File: config.mk
export PLATFORM = sky130hd
export DESIGN_NAME = timer_digit_entry
export DESIGN_NICKNAME = d
export VERILOG_FILES = /design/src/rtl/timer_digit_entry.sv
export SDC_FILE = /design/constraint.sdc
export NUM_CORES = 1
export LEC_CHECK = 0
export CAP_MARGIN = 20
export CORE_AREA = 2 2 54 56
export DETAILED_ROUTE_END_ITERATION = 16
export DIE_AREA = 0 0 56 58
export HOLD_SLACK_MARGIN = 0.05
export PLACE_DENSITY = 0.68
export REMOVE_ABC_BUFFERS = 1
export SLEW_MARGIN = 20
export SYNTH_ARGS = -nofsm -noshare
export SYNTH_HDL_FRONTEND = slang
export SYNTH_SLANG_ARGS = --single-unit
export TNS_END_PERCENT = 30
File: constraint.sdc
create_clock -name clk -period 2 [get_ports clk]
set_input_delay 0.2 -clock clk [delete_from_list [all_inputs] [get_ports clk]]
set_output_delay 0.2 -clock clk [all_outputs]
set_load 0.02 [all_outputs]
File: src/rtl/timer_digit_entry.sv
// timer_digit_entry: keypad digit collector that loads MM:SS BCD into the timer counter chain
// Inputs: clk, clr (sync reset), key_valid/key_code (keystroke), start, cancel, timer_zero (chain at 00:00)
// Outputs: sec_u/sec_t/min_u/min_t (BCD load data), loadn (load strobe), running, err (rejected start), ndigits
module timer_digit_entry #(
  parameter int MAX_DIGITS = 4
) (
  input  logic       clk,
  input  logic       clr,
  input  logic       key_valid,
  input  logic [3:0] key_code,
  input  logic       start,
  input  logic       cancel,
  input  logic       timer_zero,
  output logic [3:0] sec_u,
  output logic [3:0] sec_t,
  output logic [3:0] min_u,
  output logic [3:0] min_t,
  output logic       loadn,
  output logic       running,
  output logic       err,
  output logic [2:0] ndigits
);
  typedef enum logic [1:0] {IDLE, ENTRY, LOAD, RUN} state_t;
  localparam logic [2:0] MAXN = 3'(MAX_DIGITS);
  state_t state;
  logic armed;
  logic wipe;
  logic nonzero;
  logic key_ok;
  // armed masks timer_zero in the first RUN cycle, while the counters may still show the pre-load value
  assign wipe = cancel || (state == RUN && armed && timer_zero);
  assign nonzero = |{min_t, min_u, sec_t, sec_u};
  assign key_ok = key_valid && key_code <= 4'd9 && ndigits < MAXN;
  always_ff @(posedge clk) begin
    if (clr || wipe) begin
      state <= IDLE;
      sec_u <= '0;
      sec_t <= '0;
      min_u <= '0;
      min_t <= '0;
      ndigits <= '0;
      loadn <= 1'b1;
      running <= 1'b0;
      err <= 1'b0;
      armed <= 1'b0;
    end else begin
      err <= 1'b0;
      loadn <= 1'b1;
      case (state)
        IDLE, ENTRY: begin
          if (start) begin
            if (nonzero && sec_t > 4'd5) err <= 1'b1;
            else if (nonzero) begin
              state <= LOAD;
              loadn <= 1'b0;
            end
          end else if (key_ok) begin
            min_t <= min_u;
            min_u <= sec_t;
            sec_t <= sec_u;
            sec_u <= key_code;
            ndigits <= ndigits + 3'd1;
            state <= ENTRY;
          end
        end
        LOAD: begin
          state <= RUN;
          running <= 1'b1;
          armed <= 1'b0;
        end
        RUN: armed <= 1'b1;
        default: state <= IDLE;
      endcase
    end
  end
endmodule

# Yosys cells after proc, flatten, opt, wreduce, memory -nomap -nowiden
# Index checks and enable logic that the tools add are counted.
# classes
n_addsub	1
mul	0
div	0
n_lt_le_gt_ge	3
eq_ne	6
shifts	0
muxes	8
bitwise	2
reduce_logical	16
# op_table
operator	n
$reduce_or 16->1	1
$ne 3x3->1 const B	3
$mux 2	4
$logic_and 1x1->1	5
$eq 2x2->1 const B	2
$gt 4x3->1 const B	1
$le 4x4->1 const B	1
$pmux 2 s2	1
$reduce_and 4->1	1
$reduce_bool 2->1	2
$reduce_or 4->1	1
$add 3x1->3 const B	1
$lt 3x3->1 const B	1
$reduce_and 3->1	1
$reduce_or 3->1	1
$eq 2x1->1 const B	1
$logic_not 2->1	1
$logic_or 1x1->1	2
$mux 1	2
$not 1->1	2
$pmux 1 s2	1
$reduce_or 2->1	1
# totals
register_bits	25
latchBits	0
ramBits	0
mem_bits_ro	0
input_bits	10
out_inout_bits	22
word_cells	46
memories	0

# Depth between registers and ports, before layout
# Gate-level depths: netlist (run 1).
# depth
word_depth	6
ltp_mapped	6

# Worst setup path after synthesis (run 1)
# Ideal clock, no wire load.
# synth_timing
path_kind	flip-flop to flip-flop
from	register state[1]
to	register ndigits[0]
setup_ns	0.070
arrival_ns	1.528
t_required_ns	1.930
setup_slack_ns	0.402
stages_incl_launch_ff	6
path_buffers	2
path_cell_list	dfxtp_1 > buf_6 > or4b_1 > clkbuf_2 > or3_1 > a21oi_1
# synth_between
elab_chain_len	5
elab_cells_between_ends	9
cone_classes	2 x eq/ne; 7 x reduce/logical
# synth_rtl
item	line_no	rtl
start, declared	25	state_t state;
start signal, assigned	36	state <= IDLE;
start signal, assigned	54	state <= LOAD;
start signal, assigned	63	state <= ENTRY;
$eq 2x2->1	31	assign wipe = cancel || (state == RUN && armed && timer_zero);
$logic_and 1x1->1 (2 in a row)	31	
$logic_or 1x1->1	31	
$logic_or 1x1->1	35	if (clr || wipe) begin
end signal, assigned	62	ndigits <= ndigits + 3'd1;
end, declared	21	output logic [2:0] ndigits
# Parallel ways exist; a longest one is shown, timed or not.
# A chain may end at the register's enable or synchronous reset.

# Worst setup path after layout (run 1)
# layout_timing
from	register state[1]
to	register min_t[1]
# layout_between
elab_chain_len	5
elab_cells_between_ends	9
cone_classes	2 x eq/ne; 7 x reduce/logical
# layout_rtl
item	line_no	rtl
$eq 2x2->1	31	
$logic_and 1x1->1 (2 in a row)	31	
$logic_or 1x1->1	31	
$logic_or 1x1->1	35	
end signal, assigned	58	min_t <= min_u;
end, declared	17	output logic [3:0] min_t,
# Parallel ways exist; a longest one is shown, timed or not.

==> out/metrics.csv, run 1 <==
stage,metric,value,unit
setup_path,CP required,2.21,ns
global_routing,first-pass GRT wire length,4.229,mm
timing,Pins Over Slew Limit,0,
final_layout,most frequent cells in the layout,"31 x clkdlybuf4s50_1, 25 x dfxtp_1, 19 x nand3_1, 19 x a21oi_1, 18 x o21ai_0",
clocking,Root Buffer,clkbuf_4,
power,Reg power frac,62.2,%
global_routing,Tot GR Track Use,16.50,%
final_layout,antenna cells,0,
final_layout,fin nets,164,
timing,setup_tns,0,ns
synth,synthesized flop and latch total,25,
synth,warnings from Yosys,0,
synth,dominant cell type by area after synthesis,dfxtp_1,
setup_path,CP Class,reg2reg,
worst_hold_path,hold_sp,key_code[0],
power,Leak,0.4617,nW
synth,Area contributors post-synth,"dfxtp_1 49%, a21oi_1 9.3%, nand3_1 9.3%, o21ai_0 8.8%, nor4_1 2.5%",
clocking,CTS tree,done,
final_layout,Layout fillers,274,
timing,unrepaired setup endpoints after global routing,no,
detailed_routing,Remaining DRCs,0,
power,Int Pwr,0.6181,mW
synth,share of the synthesized area in the top cell type,49.08,%
timing,fin crit period,1.607,ns
floorplan,Die X,56,um
synth,Netlist cell types,27,
timing,worst hold slack,0.4510,ns
clocking,Worst-Skew Late Latency,0.31,ns
worst_hold_path,Hold WC Path Type,in2reg,
clocking,Num CTS Buffers,3,
detailed_routing,via/cell ratio,5.650,
setup_path,crit path max fanout,18,
setup_path,CP endpoint kind,register,
clocking,clock buffer depth,2,
floorplan,Ports,32,
detailed_routing,Via Count,1034,
floorplan,die area,3248,um2
outcome,status,completed,
detailed_routing,DRT Wirelength,2.559,mm
global_routing,global route total overflow,0,
synth,cell area after synthesis,1020,um2
timing,Worst Skew,0.0007901,ns
place,IO buf count,31,
setup_path,critical path data arrival time,1.82,ns
power,Pwr per Cell Area,581.1,nW/um2
setup_path,worst setup path start,state[1]$_SDFFE_PP0P_,
global_routing,largest net degree at the start of global routing,20,
place,detailed placement HPWL,1.779,mm
timing,Final setup viols,0,
clocking,number of H-tree levels,1,
global_routing,initial antenna violation count,0,
synth,synthesized area per cell,8.569,um2
setup_path,reg2reg start,state[1]$_SDFFE_PP0P_,
place,Final Wtd Congestion,0.7492,
final_layout,layout cells sized above 1,6.579,%
detailed_routing,remaining antenna violation count,0,
power,clock share of power,26.8,%
timing,Final Hold Vio Count,0,
global_routing,vias in the first global route,997,
power,Comb power frac,11.0,%
floorplan,die height,58,um
power,Psw,0.1940,mW
detailed_routing,First-pass DRT Iterations,4,
floorplan,Initial Util,38.30,%
timing,achievable frequency,622.3,MHz
floorplan,row count,19,
final_layout,"commonest non-fill, non-tap cell in the layout",clkdlybuf4s50_1,
floorplan,core box area,2663,um2
detailed_routing,wire length per cell after detailed routing,13.98,um
synth,post-synthesis sequential area ratio,49.08,%
clocking,post_cts resized,0,
power,switching part of the total,23.89,%
clocking,Hold Buf Count CTS,0,
power,Peak VDD IR,0.0004638,V
clocking,clock sink count,25,
setup_path,startpoint type of the worst setup path,register,
detailed_routing,Initial DRC Count,26,
synth,Syn Inst Count,119,
clocking,"Clk pin slew, worst setup/hold paths",0.12,ns
timing,Worst-Margin Slew,0.5146,ns
final_layout,Layout area overhead,37.06,%
timing,worst rel slew slack,65.69,%
job,Maximum Capacitance Violations,0,
timing,Tcrit/Tclk final,80.35,%
clocking,post-CTS setup buffers,0,
==> final timing paths <==
check / slack, ns / endpoint / cells past startpoint
setup / recovery: 0.39 / min_t[1]$_SDFFE_PP0P_ / 4
hold reg to reg: 0.48 / running$_SDFFE_PP0P_ / 2
hold / removal: 0.45 / sec_u[0]$_SDFFE_PP0P_ / 3
setup reg to reg: 0.39 / min_t[1]$_SDFFE_PP0P_ / 4
==> worst max-delay path, stage by stage, from the launching register on <==
cell and delay, ns:
dfxtp_1 0.43, or4b_1 0.59, buf_4 0.21, o21ai_0 0.20, a21oi_1 0.09
==> power groups by stage <==
stage / Clock, mW / Combinational (mW) / Sequential, mW
after floorplan: 0 / 0.0362 / 0.519
after global placement: 0 / 0.0868 / 0.516
after detailed placement: 0 / 0.0888 / 0.516
after CTS: 0.228 / 0.0895 / 0.506
after global routing: 0.240 / 0.0969 / 0.506
final: 0.217 / 0.0893 / 0.505
==> routing by layer <==
layer	part of all wire (%)	global-route usage (%)	vias up
li1	-	-	510
met1	44	19.72	478
met2	49	29.75	42
met3	5.5	2.232	4
met4	1.3	7.143	0
met5	0	0	-
==> state kept, by name (all words and copies together) (netlist names), 2 cells and up <==
register	cells
sec_t	4
min_t	4
sec_u	4
ndigits	3
state	2
min_u	4
==> cells by family (layout without fill, tap and decap cells) <==
| group | Yosys count | count (layout) | synth area share (%) |
|---|---|---|---|
| AO/OA/AOI/OAI | 44 | 44 | 23.07 |
| adder cells (fa/ha/maj) | 1 | 1 | 1.227 |
| buffers and inverters | 10 | 43 | 4.908 |
| flip-flops | 25 | 25 | 49.08 |
| multiplexers | 1 | 1 | 0.9816 |
| AND/OR/NAND/NOR | 38 | 38 | 20.74 |
==> cell type report <==
type / instances / area [um2] / share of cell area (%)
flip-flops and latches: 25 / 500.5 / 35.81
multi-input cells: 84 / 469.2 / 33.57
inverters: 2 / 7.507 / 0.5372
repair buffers: 37 / 355.3 / 25.43
well taps: 31 / 38.79 / 2.775
clock buffers: 4 / 26.28 / 1.880
==> cells in the mapped netlist <==
library cell	number
dfxtp_1	25
a21oi_1	19
nand3_1	19
o21ai_0	18
clkbuf_1	5
nor2_1	5
nor4_1	4
a211oi_1	2
inv_1	2
nand4_1	2
nor3_1	2
a21o_1	1
a31oi_1	1
and3_1	1
and4_1	1
buf_4	1
buf_6	1
clkbuf_2	1
ha_1	1
mux2i_1	1
nand2_1	1
nor4b_2	1
o21a_1	1
o21ai_1	1
o41ai_1	1
or3_1	1
or4b_1	1
==> through the flow <==
step / total power, mW / instances / util [%] / area (um2) / setup slack [ns]
5_1_grt: 0.8429 / 183 / 52.49 / 1398 / 0.2918
4_1_cts: 0.8234 / 183 / 52.49 / 1398 / 0.3875
3_5_place_dp: 0.6053 / 179 / 51.50 / 1371 / 0.1988
2_1_floorplan: 0.5549 / 111 / - / 977.2 / 0.2041
6_report: 0.8122 / 183 / 52.49 / 1398 / 0.3929
3_3_place_gp: 0.6032 / 179 / 51.50 / 1371 / 0.2512
Power figures use the tool's default switching activity.
==> run 2: changes to the inputs <==
- clock period: 2 -> 1.5 ns (I/O delays scaled with it)
==> out/metrics.csv, run 2 (synthesized netlist as in run 1, its figures left out) <==
stage,metric,value,unit
final_layout,layout cells sized above 1,12.50,%
setup_path,reg2reg start,state[1]$_SDFFE_PP0P_,
final_layout,"commonest non-fill, non-tap cell in the layout",dfxtp_1,
floorplan,core box area,2663,um2
clocking,clock sink count,25,
worst_hold_path,hold_sp,key_code[0],
clocking,Worst-Skew Late Latency,0.32,ns
clocking,CTS tree,done,
clocking,Num CTS Buffers,3,
global_routing,global route total overflow,0,
final_layout,antenna cells,0,
final_layout,post-route cell area,1498,um2
timing,unrepaired setup endpoints after global routing,no,
floorplan,row count,19,
clocking,Root Buffer,clkbuf_4,
final_layout,most frequent cells in the layout,"25 x dfxtp_1, 19 x nand3_1, 19 x a21oi_1, 12 x o21ai_0, 12 x clkdlybuf4s50_1",
setup_path,CP required,1.75,ns
timing,Tcrit/Tclk final,95.90,%
job,Maximum Capacitance Violations,0,
global_routing,initial antenna violation count,0,
floorplan,Ports,32,
power,Leak,0.7160,nW
place,Final Wtd Congestion,0.7191,
global_routing,largest net degree at the start of global routing,19,
setup_path,Reg2Reg Depth,3,
power,Peak VDD IR,0.0005199,V
setup_path,CP endpoint kind,register,
global_routing,first-pass GRT wire length,4.547,mm
detailed_routing,Remaining DRCs,0,
clocking,clock buffer depth,2,
detailed_routing,First-pass DRT Iterations,4,
detailed_routing,wire length per cell after detailed routing,14.21,um
final_layout,Layout Cells excl Fill,191,
timing,Worst-Margin Slew,0.3698,ns
detailed_routing,via/cell ratio,5.644,
setup_path,critical path data arrival time,1.69,ns
floorplan,die height,58,um
setup_path,CP Class,reg2reg,
global_routing,Tot GR Track Use,17.46,%
final_layout,Layout area overhead,46.87,%
worst_hold_path,hold depth,3,
timing,setup_tns,0,ns
floorplan,Initial Util,38.30,%
clocking,"Clk pin slew, worst setup/hold paths",0.15,ns
timing,Worst Skew,0.01288,ns
clocking,number of H-tree levels,1,
worst_hold_path,Hold WC Path Type,in2reg,
timing,Final setup viols,0,
detailed_routing,Initial DRC Count,36,
setup_path,RR Endpoint,ndigits[0]$_SDFFE_PP0P_,
place,DP Worst Slack,-0.1995,ns
timing,achievable frequency,695.2,MHz
place,dpl cell area,1456,um2
timing,worst rel slew slack,75.12,%
timing,final worst setup slack,0.06156,ns
timing,Pins Over Slew Limit,0,
setup_path,R2R setup slack,0.06,ns
floorplan,die area,3248,um2
global_routing,vias in the first global route,1003,
detailed_routing,remaining antenna violation count,0,
outcome,status,completed,
detailed_routing,DRT Wirelength,2.715,mm
clocking,post-CTS setup buffers,0,
floorplan,Die X,56,um
timing,fin crit period,1.438,ns
setup_path,crit path max fanout,2,
final_layout,fin nets,172,
place,placed cells,187,
timing,Final Hold Vio Count,0,
place,IO buf count,31,
setup_path,startpoint type of the worst setup path,register,
worst_hold_path,Hold Crit Endpoint,sec_u[0]$_SDFFE_PP0P_,
place,detailed placement HPWL,1.937,mm
power,Pwr per Cell Area,749.0,nW/um2
detailed_routing,Via Count,1078,
==> run 2: routing by layer <==
layer,vias to the layer above,global-route usage (%),share of wire [%]
met5,-,0,0
met4,0,5.102,0.52
met3,2,3.571,7.2
met2,49,29.41,50
met1,500,22.86,43
li1,527,-,-
==> run 2: worst max path at each step <==
stage                                  startpoint                       to  slack (ns)
final                       state[1]$_SDFFE_PP0P_  ndigits[0]$_SDFFE_PP0P_        0.06
after global placement                  key_valid    sec_u[2]$_SDFFE_PP0P_       -0.16
after CTS                   min_t[0]$_SDFFE_PP0P_                 min_t[0]       0.004
after global routing        state[1]$_SDFFE_PP0P_    min_t[0]$_SDFFE_PP0P_       0.001
after floorplan           ndigits[2]$_SDFFE_PP0P_    state[0]$_SDFFE_PP0P_       -0.30
after detailed placement                key_valid    min_u[1]$_SDFFE_PP0P_       -0.20
==> run 2: repair_timing <==
item	in CTS	in global routing
endpoints found under the setup margin	12	25
resized for setup	12	15
hold buffers	0	0
==> run 2: where the power goes <==
group          internal, mW  switching, mW
logic                0.0719         0.0744
registers             0.669        0.00399
clock network        0.0997          0.203
total                 0.841          0.281
==> run 2: through the flow <==
| step | power [mW] | util, % | hold slack (ns) |
|---|---|---|---|
| after floorplan | 0.7398 | - | 0.2733 |
| after global placement | 0.8259 | 54.70 | 0.4584 |
| after detailed placement | 0.8285 | 54.70 | 0.4776 |
| after CTS | 1.127 | 55.22 | 0.3778 |
| after global routing | 1.167 | 56.25 | 0.3809 |
| final | 1.122 | 56.25 | 0.3790 |
==> run 2: final cells by class <==
class                   count  area, um2
flip-flops and latches     25      500.5
well taps                  31      38.79
multi-input cells          84      473.0
repair buffers             45      450.4
clock buffers               3      22.52
fillers                   258       1165
clock inverters             1      5.005
inverters                   2      7.507
==> run 2: critical path, stage by stage (launching register included) <==
cell,delay [ns]
dfxtp_1,0.34
or4b_4,0.55
or3_1,0.36
a21oi_1,0.14
==> run 3: changes to the inputs <==
- CORE_AREA: 2 2 54 56 -> 2 2 64 48
- DIE_AREA: 0 0 56 58 -> 0 0 66 50
==> out/metrics.csv, run 3 (synthesized netlist as in run 1, its figures left out) <==
stage,metric,value,unit
setup_path,crit path to,sec_t[1]$_SDFFE_PP0P_,
clocking,number of H-tree levels,1,
floorplan,Ports,32,
timing,Worst-Margin Slew,0.4289,ns
setup_path,CP endpoint kind,register,
setup_path,crit path max fanout,18,
power,Final Total Pwr,1.208,mW
final_layout,fin nets,170,
final_layout,Layout area overhead,48.22,%
floorplan,row count,16,
timing,Pins Over Slew Limit,0,
timing,final worst setup slack,0.05145,ns
worst_hold_path,Hold WC Path Type,in2reg,
global_routing,M1 GR Usage,25.21,%
detailed_routing,First-pass DRT Iterations,4,
clocking,clock sink count,25,
outcome,status,completed,
clocking,clock buffer depth,2,
detailed_routing,Via Count,1053,
floorplan,Die X,66,um
timing,fin crit period,1.449,ns
detailed_routing,Remaining DRCs,0,
setup_path,worst setup path start,state[1]$_SDFFE_PP0P_,
detailed_routing,remaining antenna violation count,0,
timing,achievable frequency,690.3,MHz
setup_path,Worst Path Buf+Inv,1,
timing,Tcrit/Tclk final,96.57,%
floorplan,core box area,2683,um2
floorplan,die height,50,um
power,Pwr per Cell Area,798.9,nW/um2
timing,unrepaired setup endpoints after global routing,yes,
setup_path,R2R setup slack,0.05,ns
detailed_routing,DRT Wirelength,2.862,mm
place,dpl cell area,1448,um2
timing,setup_tns,0,ns
final_layout,antenna cells,0,
clocking,post-CTS setup buffers,0,
timing,Final setup viols,0,
global_routing,vias in the first global route,1027,
clocking,"Clk pin slew, worst setup/hold paths",0.08,ns
place,detailed placement HPWL,1.995,mm
global_routing,Tot GR Track Use,18.88,%
clocking,Hold Buf Count CTS,0,
setup_path,critical-path cell list,or4b_1 -> buf_4 -> o21ai_0 -> a21oi_1,
setup_path,Crit path depth,4,
setup_path,startpoint type of the worst setup path,register,
setup_path,Top Family by Delay on Critical Path,simple AND/OR/NAND/NOR gates,
clocking,Worst-Skew Late Latency,0.27,ns
timing,worst rel slew slack,71.14,%
global_routing,met3 usage,5.251,%
detailed_routing,via/cell ratio,5.428,
global_routing,gr busiest metal,met2,
global_routing,largest net degree at the start of global routing,20,
clocking,Num CTS Buffers,3,
global_routing,initial antenna violation count,0,
setup_path,Critical Path Max Stage Delay,0.52,ns
power,Peak VDD IR,0.0004236,V
setup_path,CP Class,reg2reg,
final_layout,layout cells sized above 1,10.76,%
clocking,CTS tree,done,
clocking,post_cts resized,0,
timing,Final Hold Vio Count,0,
clocking,Root Buffer,clkbuf_8,
place,IO buf count,31,
detailed_routing,wire length per cell after detailed routing,14.75,um
setup_path,RR Endpoint,sec_t[1]$_SDFFE_PP0P_,
setup_path,Reg2Reg Depth,4,
global_routing,global route total overflow,0,
setup_path,critical path data arrival time,1.61,ns
detailed_routing,Initial DRC Count,48,
setup_path,CP required,1.66,ns
setup_path,"Slowest-stage cell, CP",or4b_1,
final_layout,post-route cell area,1511,um2
global_routing,GR Layer Usage met2,29.97,%
job,Maximum Capacitance Violations,0,
power,Leak,0.6198,nW
setup_path,reg2reg start,state[1]$_SDFFE_PP0P_,
place,Final Wtd Congestion,0.7554,
global_routing,first-pass GRT wire length,4.733,mm
floorplan,die area,3300,um2
floorplan,Initial Util,38.01,%
timing,Worst Skew,0.002376,ns
final_layout,most frequent cells in the layout,"25 x dfxtp_1, 25 x clkdlybuf4s50_1, 19 x nand3_1, 18 x a21oi_1, 11 x o21ai_1",
place,DP Worst Slack,-0.1644,ns
[run 3: final cells by class]
| type | count | area [um2] |
|---|---|---|
| Clock buffer | 4 | 45.04 |
| Fill cell | 265 | 1171 |
| Inverter | 2 | 7.507 |
| Multi-Input combinational cell | 84 | 473.0 |
| Sequential cell | 25 | 500.5 |
| Tap cell | 36 | 45.04 |
| Timing Repair Buffer | 43 | 440.4 |
[run 3: worst min-delay path by stage]
| stage | endpoint | slack, ns | from | cells past startpoint |
|---|---|---|---|---|
| floorplan | loadn$_SDFF_PP1_ | 0.27 | clr | 2 |
| global placement | running$_SDFFE_PP0P_ | 0.45 | running$_SDFFE_PP0P_ | 2 |
| detailed placement | ndigits[1]$_SDFFE_PP0P_ | 0.49 | ndigits[1]$_SDFFE_PP0P_ | 2 |
| CTS | sec_u[0]$_SDFFE_PP0P_ | 0.44 | key_code[0] | 3 |
| global route | sec_u[0]$_SDFFE_PP0P_ | 0.46 | key_code[0] | 3 |
| finish | sec_u[0]$_SDFFE_PP0P_ | 0.45 | key_code[0] | 3 |
[run 3: tightest hold or removal path: cells and delay by family]
family	cells	cell delay (ns)
buffers and inverters	1	0.40
and+or+nand+nor	1	0.07
AOI/OAI and AO/OA	1	0.06
[run 3: per-stage QoR]
| stage | hold WS [ns] | utilization (%) | instances |
|---|---|---|---|
| after floorplan | 0.2733 | - | 111 |
| after global placement | 0.4515 | 53.96 | 190 |
| after global routing | 0.4594 | 56.34 | 194 |
| after detailed placement | 0.4897 | 53.96 | 190 |
| final | 0.4460 | 56.34 | 194 |
| after CTS | 0.4366 | 55.64 | 194 |
[run 3: layer usage]
layer,vias up,routed length [um]
li1,521,-
met1,498,1355
met2,30,1330
met3,4,139
met4,0,36
met5,-,0
[run 3: where the power goes]
part           leakage (nW)  total, mW  internal (mW)  switching (mW)
registers             0.202      0.672          0.668         0.00470
logic                 0.395      0.142         0.0670          0.0750
clock network        0.0228      0.393          0.190           0.203
total                 0.620       1.21          0.925           0.283
